## config.mk

```make
export PLATFORM = sky130hd
export DESIGN_NAME = rf_scoreboard
export DESIGN_NICKNAME = d
export VERILOG_FILES = /design/src/rtl/rf_scoreboard_pkg.sv /design/src/rtl/rf_wb_arb.sv /design/src/rtl/rf_scoreboard.sv
export SDC_FILE = /design/constraint.sdc
export NUM_CORES = 1
export LEC_CHECK = 0
export BUFFER_PORTS_ARGS = -buffer_cell sky130_fd_sc_hd__buf_2
export CORE_MARGIN = 8
export CORE_UTILIZATION = 45
export CTS_CLUSTER_DIAMETER = 60
export DETAILED_ROUTE_END_ITERATION = 10
export PLACE_DENSITY = 0.78
export SYNTH_ARGS = -nofsm -noshare
export SYNTH_HDL_FRONTEND = slang
export SYNTH_SLANG_ARGS = --single-unit
```

## constraint.sdc

```tcl
create_clock -name CLK -period 3.77 [get_ports CLK]
set_clock_uncertainty 0.1 [all_clocks]
set_input_delay 0.377 -clock CLK [delete_from_list [all_inputs] [get_ports CLK]]
set_output_delay 0.377 -clock CLK [all_outputs]
set_load 0.02 [all_outputs]
```

## src/rtl/rf_scoreboard_pkg.sv

```systemverilog
// Pipeline-wide register-file constants and writeback request types shared by
// the scoreboard and its write-port arbiter.
package rf_scoreboard_pkg;
  localparam int REG_IDX_W = 5;
  localparam int XLEN      = 32;
  localparam int NUM_REGS  = 32;

  typedef logic [REG_IDX_W-1:0] reg_idx_t;
  typedef logic [XLEN-1:0]      xdata_t;

  typedef struct packed {
    logic     valid;
    reg_idx_t rd;
    xdata_t   data;
  } wb_req_t;

  function automatic logic [NUM_REGS-1:0] reg_onehot(input reg_idx_t idx);
    logic [NUM_REGS-1:0] v;
    v      = '0;
    v[idx] = 1'b1;
    return v;
  endfunction
endpackage

```

## src/rtl/rf_wb_arb.sv

```systemverilog
// Fixed-priority two-way mux onto the single regfile write port: the ALU
// always wins, the LSU is served only in otherwise idle, unstalled cycles.
module rf_wb_arb
  import rf_scoreboard_pkg::*;
(
  input  logic     pipe_stall_i,
  input  wb_req_t  alu_req_i,
  input  wb_req_t  lsu_req_i,
  output logic     lsu_ready_o,
  output logic     rf_wen_o,
  output reg_idx_t rf_wadd_o,
  output xdata_t   rf_wdata_o
);

  always_comb begin
    rf_wen_o   = 1'b0;
    rf_wadd_o  = '0;
    rf_wdata_o = '0;
    if (alu_req_i.valid) begin
      rf_wen_o   = 1'b1;
      rf_wadd_o  = alu_req_i.rd;
      rf_wdata_o = alu_req_i.data;
    end else if (lsu_req_i.valid) begin
      rf_wen_o   = 1'b1;
      rf_wadd_o  = lsu_req_i.rd;
      rf_wdata_o = lsu_req_i.data;
    end
  end

  assign lsu_ready_o = lsu_req_i.valid & ~alu_req_i.valid & ~pipe_stall_i;

endmodule

```

## src/rtl/rf_scoreboard.sv

```systemverilog
// Register-file scoreboard: per-register busy tracking for RAW/WAW issue
// stalls, a cap on in-flight LSU ops, and the shared writeback port.
module rf_scoreboard
  import rf_scoreboard_pkg::*;
#(
  parameter int MAX_LONG = 2,
  parameter int CNT_W    = 3
) (
  input  logic                 CLK,
  input  logic                 RSTn,
  input  logic                 pipe_stall,
  input  logic                 iss_valid,
  input  logic [REG_IDX_W-1:0] iss_rs1,
  input  logic [REG_IDX_W-1:0] iss_rs2,
  input  logic                 iss_use_rs1,
  input  logic                 iss_use_rs2,
  input  logic [REG_IDX_W-1:0] iss_rd,
  input  logic                 iss_rd_wen,
  input  logic                 iss_long,
  output logic                 iss_stall,
  input  logic                 alu_wb_valid,
  input  logic [REG_IDX_W-1:0] alu_wb_rd,
  input  logic [XLEN-1:0]      alu_wb_data,
  input  logic                 lsu_wb_valid,
  input  logic [REG_IDX_W-1:0] lsu_wb_rd,
  input  logic [XLEN-1:0]      lsu_wb_data,
  output logic                 lsu_wb_ready,
  output logic                 rf_wen,
  output logic [REG_IDX_W-1:0] rf_wadd,
  output logic [XLEN-1:0]      rf_wdata,
  output logic [NUM_REGS-1:0]  busy_vec,
  output logic                 wb_err
);

  logic [NUM_REGS-1:0] busy_q, busy_d, set_vec, clr_vec;
  logic [CNT_W-1:0]    long_cnt_q, long_cnt_d;
  logic                wb_err_q, wb_err_d;
  logic                raw, waw, lim, accept, commit, lsu_commit, long_inc;

  rf_wb_arb u_arb (
    .pipe_stall_i (pipe_stall),
    .alu_req_i    ('{valid: alu_wb_valid, rd: alu_wb_rd, data: alu_wb_data}),
    .lsu_req_i    ('{valid: lsu_wb_valid, rd: lsu_wb_rd, data: lsu_wb_data}),
    .lsu_ready_o  (lsu_wb_ready),
    .rf_wen_o     (rf_wen),
    .rf_wadd_o    (rf_wadd),
    .rf_wdata_o   (rf_wdata)
  );

  // Hazards look only at registered state; a same-cycle commit does not bypass.
  assign raw       = (iss_use_rs1 & busy_q[iss_rs1]) | (iss_use_rs2 & busy_q[iss_rs2]);
  assign waw       = iss_rd_wen & busy_q[iss_rd];
  assign lim       = iss_long & (long_cnt_q == CNT_W'(MAX_LONG));
  assign iss_stall = iss_valid & (raw | waw | lim);

  assign accept     = iss_valid & ~iss_stall & ~pipe_stall;
  assign commit     = rf_wen & ~pipe_stall;
  assign lsu_commit = lsu_wb_ready;
  assign long_inc   = accept & iss_long;

  assign set_vec = (accept & iss_rd_wen) ? reg_onehot(iss_rd) : '0;
  assign clr_vec = commit ? reg_onehot(rf_wadd) : '0;

  // Set is applied after clear so a new pending writer keeps the register busy.
  assign busy_d[0] = 1'b0;
  for (genvar gi = 1; gi < NUM_REGS; gi++) begin : g_busy
    assign busy_d[gi] = (busy_q[gi] & ~clr_vec[gi]) | set_vec[gi];
  end

  always_comb begin
    long_cnt_d = long_cnt_q;
    if (long_inc && !lsu_commit) begin
      long_cnt_d = long_cnt_q + 1'b1;
    end else if (lsu_commit && !long_inc) begin
      long_cnt_d = long_cnt_q - 1'b1;
    end
  end

  assign wb_err_d = wb_err_q | (commit & (rf_wadd != '0) & ~busy_q[rf_wadd]);

  always_ff @(posedge CLK or negedge RSTn) begin
    if (!RSTn) begin
      busy_q     <= '0;
      long_cnt_q <= '0;
      wb_err_q   <= 1'b0;
    end else begin
      busy_q     <= busy_d;
      long_cnt_q <= long_cnt_d;
      wb_err_q   <= wb_err_d;
    end
  end

  assign busy_vec = busy_q;
  assign wb_err   = wb_err_q;

endmodule

```

==> metrics, run 1 <==
via count=4112; max frequency=306 MHz; num ports=172; largest net degree at the start of global routing=52; drc violations=0; FP Rows=32; HP Class=in -> async; H-tree Lvls=2; Syn Nets=495; WL/cell=22.9 um; status=complete, no violations; hold_ws=70.5 ps; Starting Density=46.2%; Max transition margin=25.6%; TritonCTS clock tree=yes; DIE WIDTH=105 um; core area=0.00769 mm2; GR Overflow Total=0; Post-Layout Cell Count=649; Max-Cap Viols=0; Setup crit end kind=primary output; ANT cells=0; initial antenna violation count=0; cts hold-fix bufs=0; antenna viol nets, final=0; Clock Pin Slew Worst Setup and Hold Paths=70 ps; Iteration-0 DRC Markers=559; nets=647; Die H=105 um; library cells used by synthesis=59; PortBufs=170; CP Class=reg -> out; FFs w/ async S/R, synth=100%; EDFF count, synth=0; Cell Area, Synth=0.00355 mm2; P per Cell Area=311 mW/mm2; Worst Setup Start Kind=register; die footprint=0.0110 mm2; final core occ=58.6%; Post-Route Setup TNS=0 ps; minimum clock period=3270 ps; area grow syn2layout=26.7%; setup bufs post-CTS=0; Setup violations, final=0; fin. max-slew vios=0; ys flop type=dfrtp_1; drt total wl=14800 um; Worst R2R Setup Slack=520 ps; Sink Count=35; first-pass GRT wire length=23000 um; cells after synthesis=394; Tot Pwr=1400 uW; GPL Wtd Cong=0.928; Peak supply drop=0.170 mV; placed cells=641; Ys Warns=0; CTS root buf=clkbuf_8; period utilization=86.8%; Bufs on Longest Clock Path=2; layout cells sized above 1=43.9%; synthesized area per cell=9.02 um2; All-Layer GR Usage=25.4%; Least-Margin Pin Slew=1110 ps; vias in the first global route=4192; CTS resizes=0; Num CTS Buffers=5; Leak=0.00213 uW; post-detail-place hpwl=11400 um; DRT Pass-1 Iters=5; Arrival @ worst endpoint=2790 ps; RSZ-0062 raised after global routing=no; register area share after synthesis=24.6%; Vias/cell=6.34; final hold vios=0; CP required=3290 ps; clk_lat worst skew=290 ps; CP max FO=32; Synth Register Bits=35
-- synthesized netlist by cell type (2+ instances only) --
library cell  instances  share of area [%]
a211oi_1              5                1.1
a21boi_0              2               0.42
a21oi_1              13                1.8
a221oi_1              3               0.74
a22o_1               31                7.6
a22oi_1               6                1.3
a311oi_1              3               0.74
and2_1                2               0.35
buf_1                 3               0.32
buf_2                 6               0.84
buf_4                 4               0.84
buf_6                 5                1.6
clkbuf_1             14                1.5
dfrtp_1              35                 25
inv_1                 9               0.95
mux2_1                7                2.2
mux2_2                7                2.2
mux2i_1               9                2.5
mux4_1                2                1.5
mux4_2               13                8.2
nand2_1              53                5.6
nand2b_1              4               0.70
nand3_1              24                3.4
nand3b_1              2               0.42
nor2_1               11                1.2
nor2b_1               9                1.6
nor3_1                5               0.70
nor3b_1               2               0.42
nor4_1                2               0.35
nor4bb_1              2               0.56
o21ai_0              42                5.9
o31ai_1               2               0.42
o31ai_2              30                 11
xor2_1                2               0.49
-- worst max-delay path: stages (launching register included) --
cell     delay (ps)
dfrtp_1         480
mux4_1          530
mux2i_1         150
nor3_1           80
nor3_1          220
nand4_1         190
buf_4           350
o31a_1          340
buf_2           160
-- path summary, 6_finish.rpt --
path | depth (start not counted) | endpoint | from
min in group CLK | 1 | long_cnt_q[2] | long_cnt_q[2]
hold / removal | 1 | busy_vec[6] | RSTn
hold reg to reg | 1 | long_cnt_q[2] | long_cnt_q[2]
max in group asynchronous | 1 | busy_vec[19] | RSTn
setup reg to reg | 11 | long_cnt_q[2] | busy_vec[25]
setup / recovery | 8 | iss_stall | busy_vec[10]
-- where the power goes --
part | total (uW) | internal, uW | switching (uW)
logic | 610 | 250 | 360
clock network | 265 | 126 | 138
registers | 523 | 429 | 94.3
-- routing by layer --
metal	vias to the layer above	track usage [%]	part of all wire [%]
met5	-	0	0
met4	0	9.58	2.7
met3	52	5.84	9.7
met2	263	41.1	49
met1	1972	32.3	39
li1	1825	-	-
-- flip-flops by register name, summed over array words and instances (netlist names) --
| name | flops |
|---|---|
| busy_vec | 31 |
| long_cnt_q | 3 |
| wb_err | 1 |
-- placed cells by master, fill, tap and decap left out, types with 3 or more instances in the layout --
master    synthesis  routed
mux2_1            7       7
buf_4             4       7
mux4_2           13      13
inv_1             9       9
o21ai_0          42      42
dfrtp_1          35      35
nor2_1           11      11
nor3_1            5       5
mux2_2            7       7
nand3_1          24      24
buf_2             6     170
nand2b_1          4       4
mux2i_1           9       9
a221oi_1          3       3
clkinv_2          0       3
a21oi_1          13      13
clkbuf_8          0       5
a211oi_1          5       5
a311oi_1          3       3
a22o_1           31      31
nand2_1          53      53
a22oi_1           6       6
nor2b_1           9       8
o31ai_2          30      30
-- cells by family (layout without fill, tap and decap cells) --
family / Yosys count / count (layout) / synth area share, %
DFF: 35 / 35 / 24.6
muxes: 38 / 38 / 16.7
other: 1 / 1 / 0.105
xor gates and xnor gates: 3 / 3 / 0.739
and+or+nand+nor: 123 / 123 / 16.8
AOI/OAI and AO/OA: 150 / 150 / 34.0
adders and majority gates: 2 / 2 / 0.915
buffers and inverters: 42 / 195 / 6.12
-- final cells by class --
type	instances	area [um2]
fillers	715	3180
clock buffers	5	68.8
well taps	102	128
multi-input cells	317	2470
repair buffers	177	903
inverters	10	37.5
flip-flops and latches	35	876
clock inverters	3	15.0
-- metrics by stage --
step | setup slack (ps) | area, um2
4_1_cts | 520 | 4500
6_report | 499 | 4500
3_5_place_dp | 277 | 4420
3_3_place_gp | 358 | 4420
5_1_grt | 339 | 4500
2_1_floorplan | 625 | 3550
No activity file was read; power rests on OpenSTA's default activity.
==> run 2, diff against run 1 <==
--- a/config.mk
+++ b/config.mk
@@ -9,8 +9,11 @@
 export CORE_MARGIN = 8
 export CORE_UTILIZATION = 45
 export CTS_CLUSTER_DIAMETER = 60
+export CTS_CLUSTER_SIZE = 14
 export DETAILED_ROUTE_END_ITERATION = 10
-export PLACE_DENSITY = 0.78
+export PLACE_DENSITY = 0.79
+export SETUP_SLACK_MARGIN = 0.05
 export SYNTH_ARGS = -nofsm -noshare
 export SYNTH_HDL_FRONTEND = slang
+export SYNTH_HIERARCHICAL = 1
 export SYNTH_SLANG_ARGS = --single-unit
==> run 2 against run 1 <==
  * Cell count down 10%
  * Fmax down 7.1%
  * Synthesized cell count fell by 19%
  * Non-clock buffer count increased by 8
  * First-iteration DRC count shrank 37%
  * Routed wire length shrank 6.3%
  * Clock power is 12% higher
  * Worst hold slack lost 5.1 ps
  * Via count is 7.5% lower
  * Combinational power barely moved
  * Global-route usage grew 0.25 points
  * Cell area decreased by 4.0%
  * Critical path type is now reg -> reg
  * Critical endpoint is now long_cnt_q[2]
==> metrics, run 2 <==
fin. max-slew vios=0; first-pass GRT wire length=20400 um; Syn Nets=422; DIE WIDTH=103 um; Setup violations, final=0; clk_lat worst skew=290 ps; num ports=172; die footprint=0.0105 mm2; CP max FO=6; antenna viol nets, final=0; Worst Setup Start Kind=register; ys flop type=dfrtp_1; RSZ-0062 raised after global routing=no; CTS root buf=clkbuf_8; core area=0.00725 mm2; Leak=0.00209 uW; CP cell instances=mux4_2 > and3_1 > o31a_1 > a211o_1 > a32o_2 > nor4_1 > ha_1 > inv_1 > fa_1 > xor2_1 > nor2_1 > xor2_1; CP Class=reg -> reg; Starting Density=46.5%; Ys Warns=6; worst r2r path cells=12; Peak supply drop=0.137 mV; Die H=103 um; CP required=3870 ps; TritonCTS clock tree=yes; FFs w/ async S/R, synth=100%; Area contributors post-synth=dfrtp_1 26%, mux4_2 15%, a22o_1 9.4%, o41ai_1 6.2%, mux2i_1 4.8%; via count=3803; Clock Pin Slew Worst Setup and Hold Paths=80 ps; period utilization=93.4%; Sink Count=35; Vias/cell=6.55; CP most frequent cell=xor2_1; drc violations=0; minimum clock period=3520 ps; area grow syn2layout=28.3%; biggest cell delay along the critical path=480 ps; largest net degree at the start of global routing=36; area share of the largest cell type after synthesis=26.0%; WP buf/inv=1; Num CTS Buffers=5; initial antenna violation count=0; HP Class=in -> async; GR Overflow Total=0; placed cells=573; max frequency=284 MHz; Tot Pwr=1410 uW; All-Layer GR Usage=25.7%; Slowest cell on crit path=mux4_2; Least-Margin Pin Slew=783 ps; most common cell after layout, fill and taps aside=buf_2; Critical R2R Launch=busy_vec[27]; library cells used by synthesis=64; FP Rows=31; max reg flops=31; Worst R2R Setup Slack=250 ps; count leader, synth=a22o_1; drt total wl=13900 um; largest area contributor in the netlist=dfrtp_1; H-tree Lvls=2; cells after synthesis=321; vias in the first global route=3781; Post-Route Setup TNS=0 ps; Cell Area, Synth=0.00337 mm2; GPL Wtd Cong=1.05; P per Cell Area=327 mW/mm2; Max-Cap Viols=0; WL/cell=23.9 um; commonest cells after routing, fill and taps aside=170 x buf_2, 36 x a22o_1, 35 x dfrtp_1; Arrival @ worst endpoint=3620 ps; CP delay by family, top=compound AO/OA/AOI/OAI gates; EDFF count, synth=0; DRT Pass-1 Iters=5; nets=582; cts hold-fix bufs=0; setup bufs post-CTS=0; layout cells sized above 1=49.4%; synthesized area per cell=10.5 um2; Iteration-0 DRC Markers=352; post-detail-place hpwl=10900 um; CTS resizes=0; r2r endpoint=long_cnt_q[2]; Setup crit end kind=register; Bufs on Longest Clock Path=2; Setup crit start=busy_vec[27]; status=complete, no violations; ANT cells=0; final hold vios=0; Synth Register Bits=35; register area share after synthesis=26.0%; Max transition margin=47.1%; Synth top cells by count=36 x a22o_1, 35 x dfrtp_1, 31 x o21ai_0; PortBufs=170; Post-Layout Cell Count=581
==> run 2: cell count changes after synthesis, sizes merged, moves of 5 or more <==
cell / change
nand2: -34
o31ai: -32
o41ai: +31
nand3: -17
a21oi: -13
o21ai: -8
mux2i: +7
mux4: +7
a22oi: -6
mux2: -6
a22o: +5
inv: -5
nand3b: +5
==> run 2: how the worst max path moves through the flow <==
| stage | endpoint | slack [ps] | cells after the start |
|---|---|---|---|
| 6_report | long_cnt_q[2] | 250 | 12 |
| 5_1_grt | long_cnt_q[2] | 160 | 12 |
| 2_1_floorplan | long_cnt_q[2] | 180 | 14 |
| 4_1_cts | long_cnt_q[2] | 250 | 12 |
| 3_3_place_gp | long_cnt_q[2] | 270 | 12 |
| 3_5_place_dp | long_cnt_q[2] | 220 | 12 |
==> run 2: power breakdown <==
part | internal (uW) | switching, uW | leakage, uW
Combinational | 266 | 342 | 0.00157
Sequential | 426 | 83.5 | 0.000468
Clock | 149 | 147 | 0.0000474
==> run 2: area by class of cell <==
| class | instances | area, um2 |
|---|---|---|
| Fill cell | 613 | 2930 |
| Multi-Input combinational cell | 249 | 2240 |
| Timing Repair Buffer | 185 | 963 |
| Sequential cell | 35 | 876 |
| Tap cell | 99 | 124 |
| Clock buffer | 6 | 82.6 |
| Inverter | 5 | 18.8 |
| Clock inverter | 2 | 16.3 |
==> run 2: cell families (layout without fill, tap and decap cells) <==
group | Yosys count | after routing | share of synthesized area (%)
AOI/OAI and AO/OA | 120 | 120 | 29.0
xor gates and xnor gates | 3 | 3 | 0.780
adders and majority gates | 2 | 2 | 0.965
buffers and inverters | 37 | 198 | 7.50
DFF | 35 | 35 | 26.0
muxes | 46 | 46 | 22.2
other | 1 | 1 | 0.111
and+or+nand+nor | 77 | 77 | 13.4
==> run 2: stage by stage <==
step           cell area [um2]  util (%)  setup WS [ps]  hold WS [ps]
2_1_floorplan             3370         -            179         -18.6
3_3_place_gp              4220      58.2            273           348
3_5_place_dp              4220      58.2            224           347
4_1_cts                   4320      59.6            251          85.3
5_1_grt                   4320      59.6            163           118
6_report                  4320      59.6            248          65.4
==> run 2: layer usage <==
metal / vias up / share of wire (%) / global-route usage, %
met5: - / 0 / 0
met4: 0 / 3.7 / 13.5
met3: 52 / 14 / 7.90
met2: 345 / 47 / 42.6
met1: 1776 / 35 / 29.1
li1: 1630 / - / -
